`src/rtl/mem_wb_stage_pkg.sv`:
```
// Shared definitions for the MEM stage: load/store size encodings and FSM states.
package mem_wb_stage_pkg;

    localparam logic [2:0] LS_B  = 3'b000;
    localparam logic [2:0] LS_H  = 3'b001;
    localparam logic [2:0] LS_W  = 3'b010;
    localparam logic [2:0] LS_BU = 3'b100;
    localparam logic [2:0] LS_HU = 3'b101;

    typedef enum logic {
        MEM_IDLE = 1'b0,
        MEM_WAIT = 1'b1
    } mem_state_t;

endpackage

```
`src/rtl/mem_wb_stage_lsu_align.sv`:
```
// Byte-lane handling for the data port: store strobes/lane replication,
// load byte/half extraction with sign or zero extension, and alignment check.
module mem_wb_stage_lsu_align
    import mem_wb_stage_pkg::*;
(
    input  logic [1:0]  addr_lo,
    input  logic [2:0]  funct3,
    input  logic [31:0] store_data,
    input  logic [31:0] rdata,
    output logic        aligned,
    output logic [3:0]  wstrb,
    output logic [31:0] wdata,
    output logic [31:0] load_data
);

    logic [7:0]  byte_sel;
    logic [15:0] half_sel;

    always_comb begin
        byte_sel  = rdata[{addr_lo, 3'b000} +: 8];
        half_sel  = addr_lo[1] ? rdata[31:16] : rdata[15:0];
        aligned   = (addr_lo == 2'b00);
        wstrb     = 4'b1111;
        wdata     = store_data;
        load_data = rdata;
        case (funct3)
            LS_B, LS_BU: begin
                aligned   = 1'b1;
                wstrb     = 4'b0001 << addr_lo;
                wdata     = {4{store_data[7:0]}};
                load_data = (funct3 == LS_B) ? {{24{byte_sel[7]}}, byte_sel}
                                             : {24'b0, byte_sel};
            end
            LS_H, LS_HU: begin
                aligned   = ~addr_lo[0];
                wstrb     = addr_lo[1] ? 4'b1100 : 4'b0011;
                wdata     = {2{store_data[15:0]}};
                load_data = (funct3 == LS_H) ? {{16{half_sel[15]}}, half_sel}
                                             : {16'b0, half_sel};
            end
            LS_W: begin
                aligned = (addr_lo == 2'b00);
            end
            // reserved sizes behave as word accesses
            default: begin
                aligned = (addr_lo == 2'b00);
            end
        endcase
    end

endmodule

```
`src/rtl/mem_wb_stage.sv`:
```
// MEM stage of the RISC-V core: data-memory access with wait-state stall and
// timeout, followed by the MEM/WB pipeline register.
//
// state    | meaning
// ---------+----------------------------------------------------------
// MEM_IDLE | no access outstanding; zero-wait accesses complete here
// MEM_WAIT | access issued, waiting for dm_ready; upstream frozen
module mem_wb_stage
    import mem_wb_stage_pkg::*;
#(
    parameter int TIMEOUT_CYC = 16
) (
    input  logic        clk,
    input  logic        rst,
    input  logic [31:0] alu_out_mem,
    input  logic [31:0] store_data_mem,
    input  logic [4:0]  rd_addr_mem,
    input  logic        wb_en_mem,
    input  logic        mem_read,
    input  logic        mem_write,
    input  logic [2:0]  funct3_mem,
    output logic        dm_req,
    output logic        dm_we,
    output logic [31:0] dm_addr,
    output logic [3:0]  dm_wstrb,
    output logic [31:0] dm_wdata,
    input  logic [31:0] dm_rdata,
    input  logic        dm_ready,
    output logic        stall,
    output logic [31:0] fw_from_mem,
    output logic [31:0] wb_data_wb,
    output logic [4:0]  rd_addr_wb,
    output logic        wb_en_wb,
    output logic [31:0] fw_from_wb,
    output logic        misalign_err,
    output logic        bus_err
);

    localparam int CW = (TIMEOUT_CYC > 2) ? $clog2(TIMEOUT_CYC) : 1;
    localparam logic [CW-1:0] CNT_LAST = CW'(TIMEOUT_CYC - 1);

    mem_state_t    state;
    logic [CW-1:0] wait_cnt;

    logic        access;
    logic        aligned;
    logic        mem_op;
    logic        misalign;
    logic        timeout;
    logic        is_load;
    logic [3:0]  strb;
    logic [31:0] load_data;
    logic [31:0] wb_data_next;
    logic        wb_en_next;

    mem_wb_stage_lsu_align u_lsu_align (
        .addr_lo    (alu_out_mem[1:0]),
        .funct3     (funct3_mem),
        .store_data (store_data_mem),
        .rdata      (dm_rdata),
        .aligned    (aligned),
        .wstrb      (strb),
        .wdata      (dm_wdata),
        .load_data  (load_data)
    );

    assign access   = mem_read | mem_write;
    assign mem_op   = access & aligned;
    assign misalign = access & ~aligned;
    assign is_load  = mem_op & ~mem_write;
    assign timeout  = (state == MEM_WAIT) & mem_op & ~dm_ready & (wait_cnt == CNT_LAST);

    // upstream holds its inputs while stalled, so these stay stable through WAIT
    assign dm_req   = mem_op;
    assign dm_we    = mem_op & mem_write;
    assign dm_addr  = {alu_out_mem[31:2], 2'b00};
    assign dm_wstrb = dm_we ? strb : 4'b0000;
    assign stall    = mem_op & ~dm_ready & ~timeout;

    assign fw_from_mem = alu_out_mem;
    assign fw_from_wb  = wb_data_wb;

    assign wb_data_next = (is_load & dm_ready) ? load_data : alu_out_mem;
    assign wb_en_next   = wb_en_mem & (rd_addr_mem != 5'd0) & ~mem_write
                        & ~misalign & ~timeout;

    always_ff @(posedge clk) begin
        if (rst) begin
            state        <= MEM_IDLE;
            wait_cnt     <= '0;
            wb_data_wb   <= 32'd0;
            rd_addr_wb   <= 5'd0;
            wb_en_wb     <= 1'b0;
            misalign_err <= 1'b0;
            bus_err      <= 1'b0;
        end else begin
            misalign_err <= misalign;
            bus_err      <= timeout;
            if (!stall) begin
                wb_data_wb <= wb_data_next;
                rd_addr_wb <= rd_addr_mem;
                wb_en_wb   <= wb_en_next;
            end
            case (state)
                MEM_IDLE: begin
                    wait_cnt <= '0;
                    if (mem_op && !dm_ready) begin
                        state <= MEM_WAIT;
                    end
                end
                MEM_WAIT: begin
                    if (dm_ready || timeout || !mem_op) begin
                        state    <= MEM_IDLE;
                        wait_cnt <= '0;
                    end else begin
                        wait_cnt <= wait_cnt + 1'b1;
                    end
                end
                default: begin
                    state    <= MEM_IDLE;
                    wait_cnt <= '0;
                end
            endcase
        end
    end

endmodule

```
`config.mk`:
```
export PLATFORM = sky130hd
export DESIGN_NAME = mem_wb_stage
export DESIGN_NICKNAME = d
export VERILOG_FILES = /design/src/rtl/mem_wb_stage_pkg.sv /design/src/rtl/mem_wb_stage_lsu_align.sv /design/src/rtl/mem_wb_stage.sv
export SDC_FILE = /design/constraint.sdc
export NUM_CORES = 1
export LEC_CHECK = 0
export CELL_PAD_IN_SITES_DETAIL_PLACEMENT = 1
export CELL_PAD_IN_SITES_GLOBAL_PLACEMENT = 2
export CORE_MARGIN = 1
export CORE_UTILIZATION = 19
export DETAILED_ROUTE_END_ITERATION = 8
export GPL_TIMING_DRIVEN = 0
export HOLD_SLACK_MARGIN = 0.1
export PLACE_DENSITY_LB_ADDON = 0.1
export SLEW_MARGIN = 5
export SYNTH_ARGS = -nofsm -noshare
export SYNTH_HDL_FRONTEND = slang
export SYNTH_SLANG_ARGS = --single-unit
```
`constraint.sdc`:
```
create_clock -name clk -period 2.79 [get_ports clk]
set_input_delay 0.4185 -clock clk [delete_from_list [all_inputs] [get_ports clk]]
set_output_delay 0.4185 -clock clk [all_outputs]
set_load 0.01 [all_outputs]
```
==> results.yml <==
setup_path:
  start_kind: "input port"
  crit_required_ps: 2370
  end_kind: "primary output"
  reg2reg_to: "fw_from_wb[7]"
  r2r-start: "wait_cnt[0]"
  path_class: "in2out"
  ff2ff_setup_slack_ps: 380
  crit_path_max_fanout: 19
  cp_data_arrival_time_ps: 2240
  r2r_cells: 6
  critPathLaunch: "funct3_mem[0]"
  max_stage_delay_ps: 550
  cp_cell_sequence: "clkdlybuf4s50_1, and2_1, buf_4, nor2_1, and2_1, clkdlybuf4s50_1"
  cp_slowest_cell: "clkdlybuf4s50_1"
global_routing:
  use_met2_pct: 30.9
  use_met1_pct: 22.1
  grt.total_usage_pct: 18.1
  grt_pass1_vias: 5439
  grt_remaining_overflow: 0
  grt_busiest_layer: "met2"
  antenna_found_initial: 4
  grt_max_degree: 20
  met3_usage_pct: 5.06
  grt_pass1_wl_mm: 30.9
timing:
  worst_hold_slack_ps: 477
  final.setup.tns_ps: 0
  finalHoldViolCount: 0
  slew_headroom_pct: 33.1
  finalSetupViolCount: 0
  worstMarginPinSlew_ps: 993
  finClkSkew_ps: 4.97
  fin_crit_sh_pct: 95.3
  rsz0062_at_grt: "no"
  max_freq_mhz: 376
  period_minus_slack_ps: 2660
  slew_violations: 0
logic_synthesis:
  ys_dominant_reg_cell: "dfxtp_1"
  synth-edff-count: 0
  syn_inst: 546
  avgSynthCellArea_um2: 7.63
  synth_area_um2: 4170
  yosys_warnings: 0
  seq_area_frac_synth_pct: 21.6
  ys_ff_latch: 45
  async_reset_ff_share_pct: 0
  synth_cell_type_count: 52
clock_tree:
  post_cts_buffers: 0
  cts.sink_count: 45
  cts_buffers: 5
  cts_hold_buf: 0
  cts_root_buffer: "clkbuf_16"
  insertion_delay_ps: 310
  cts_tree: "done"
  cts.clk_slew.worst_paths_ps: 70
  cts_max_path_buffers: 2
  htreeDepth: 2
route:
  vias_per_cell: 4.62
  drtIter0Drc: 182
  dr.pass1.iters: 4
  routed_wl_mm: 20.7
  vias: 5109
  ant_nets: 0
  route.detailed.drc: 0
  wl_per_cell_um: 18.7
place:
  port-buffer-count: 279
  dp.cells: 1101
  dpl.hpwl_mm: 16.9
  place.gp.congestion: 0.839
die:
  dieWidth_um: 150
  core_um2: 21300
  die-height_um: 150
  io_pins: 285
  dieArea_um2: 22500
  initial_core_util_pct: 19.6
  num_rows: 53
min_path:
  min-delay-start: "fw_from_wb[9]"
  min_to: "fw_from_wb[9]"
  hold_class: "reg2reg"
  holdPathStages: 2
cells_and_area:
  n_fill_cell: 2477
  drive_gt1_share_pct: 18.8
  instances_no_fill: 1107
  syn_to_final_growth_pct: 81.8
  nets: 941
run:
  cap_violations: 0
power_and_ir_drop:
  p_leak_nw: 3.04
  ir_drop_mv: 0.202
  pwr_density_cell_nw_per_um2: 326
outcome:
  status: "finished, final reports clean"
worst max path at each step:
stage               cells past startpoint              to
floorplan                               6  fw_from_wb[31]
global placement                        8    dm_wdata[30]
detailed placement                      8    dm_wdata[31]
CTS                                     7  fw_from_wb[30]
global route                            6    dm_wdata[25]
finish                                  6           dm_we
synth_stat cells (all sizes together), types with 3 or more instances:
library cell | instances | area (um2)
clkbuf | 33 | 125
nand3 | 3 | 15.0
o21ai | 40 | 200
a22oi | 17 | 128
mux2i | 24 | 240
a2111oi | 30 | 263
nor2 | 17 | 63.8
a21boi | 7 | 52.6
and2 | 9 | 56.3
dfxtp | 45 | 901
inv | 18 | 67.6
o2111ai | 3 | 26.3
o31ai | 32 | 240
nor2b | 4 | 25.0
mux2 | 8 | 90.1
a22o | 7 | 61.3
buf | 116 | 863
a21oi | 8 | 40.0
nor3 | 4 | 20.0
nand3b | 8 | 60.1
a211oi | 7 | 52.6
nand2b | 10 | 62.6
nand2 | 65 | 244
through the flow:
step / area [um2] / setup slack (ps) / utilization [%] / total power [mW]
after global routing: 7570 / 18.3 / 35.6 / 2.59
after floorplan: 4170 / 765 / - / 1.21
final: 7570 / 131 / 35.6 / 2.47
after CTS: 7530 / -8.41 / 35.4 / 2.50
after detailed placement: 7310 / -1120 / 34.4 / 1.86
after global placement: 7310 / -1090 / 34.3 / 1.84
what timing repair did:
item / CTS / global route
cloned: 0 / 0
gates resized for setup: 44 / 15
setup endpoints to repair: 48 / 35
cells by family (layout without fill, tap and decap cells):
kind of cell               count (synthesis)  count (layout)  synth area share (%)
AOI/OAI and AO/OA                        160             160                  27.5
xor gates and xnor gates                   4               4                 0.841
DFF                                       45              45                  21.6
other                                      1               3                0.0900
buffers and inverters                    168             452                  25.4
muxes                                     32              32                  7.93
and+or+nand+nor                          135             135                  16.3
adders and majority gates                  1               1                 0.300
registers in the layout, indices dropped and copies added, names as in the netlist:
name and count:
wait_cnt 4, fw_from_wb 32, state 1, misalign_err 1, wb_en_wb 1, bus_err 1
rd_addr_wb 5
routing by layer:
| layer | vias to the layer above | part of all wire, % |
|---|---|---|
| li1 | 2437 | - |
| met3 | 24 | 8.1 |
| met1 | 2438 | 42 |
| met4 | 6 | 1.6 |
| met5 | - | 0.17 |
| met2 | 204 | 48 |
power breakdown:
| group | total, mW | internal [mW] | switching, mW |
|---|---|---|---|
| clock | 0.618 | 0.330 | 0.288 |
| sequential | 0.729 | 0.691 | 0.0389 |
| combinational | 1.12 | 0.650 | 0.469 |
cell type report:
cell class | count | area, um2 | share of cell area [%]
antenna | 1 | 2.50 | 0.0330
buffer | 146 | 1040 | 13.7
clock buffer | 5 | 125 | 1.65
clock inverter | 3 | 17.5 | 0.231
inverter | 19 | 71.3 | 0.942
multi-input combinational | 334 | 2280 | 30.2
sequential | 45 | 901 | 11.9
tap | 275 | 344 | 4.54
timing repair buffer | 279 | 2790 | 36.9
worst max-delay path: cells and delay by family:
| family | cells | cell delay, ps |
|---|---|---|
| and+or+nand+nor | 3 | 500 |
| buffers and inverters | 3 | 1310 |
cell usage in the layout (no fill, tap or decap), types with 5 or more instances in the layout:
cell type / n
clkdlybuf4s50_1: 269
buf_4: 106
nand2_1: 65
dfxtp_1: 45
o21ai_0: 38
o31ai_1: 32
mux2i_1: 24
a2111oi_0: 21
clkbuf_1: 19
inv_1: 18
a22oi_1: 17
nor2_1: 16
nand2b_1: 10
and2_1: 9
mux2_2: 8
a21oi_1: 8
nand3b_1: 8
a22o_1: 7
a211oi_1: 7
a21boi_0: 7
a2111oi_1: 6
buf_6: 5
buf_2: 5
clkbuf_16: 5
dlygate4sd2_1: 5
No activity file was read; power rests on OpenSTA's default activity.
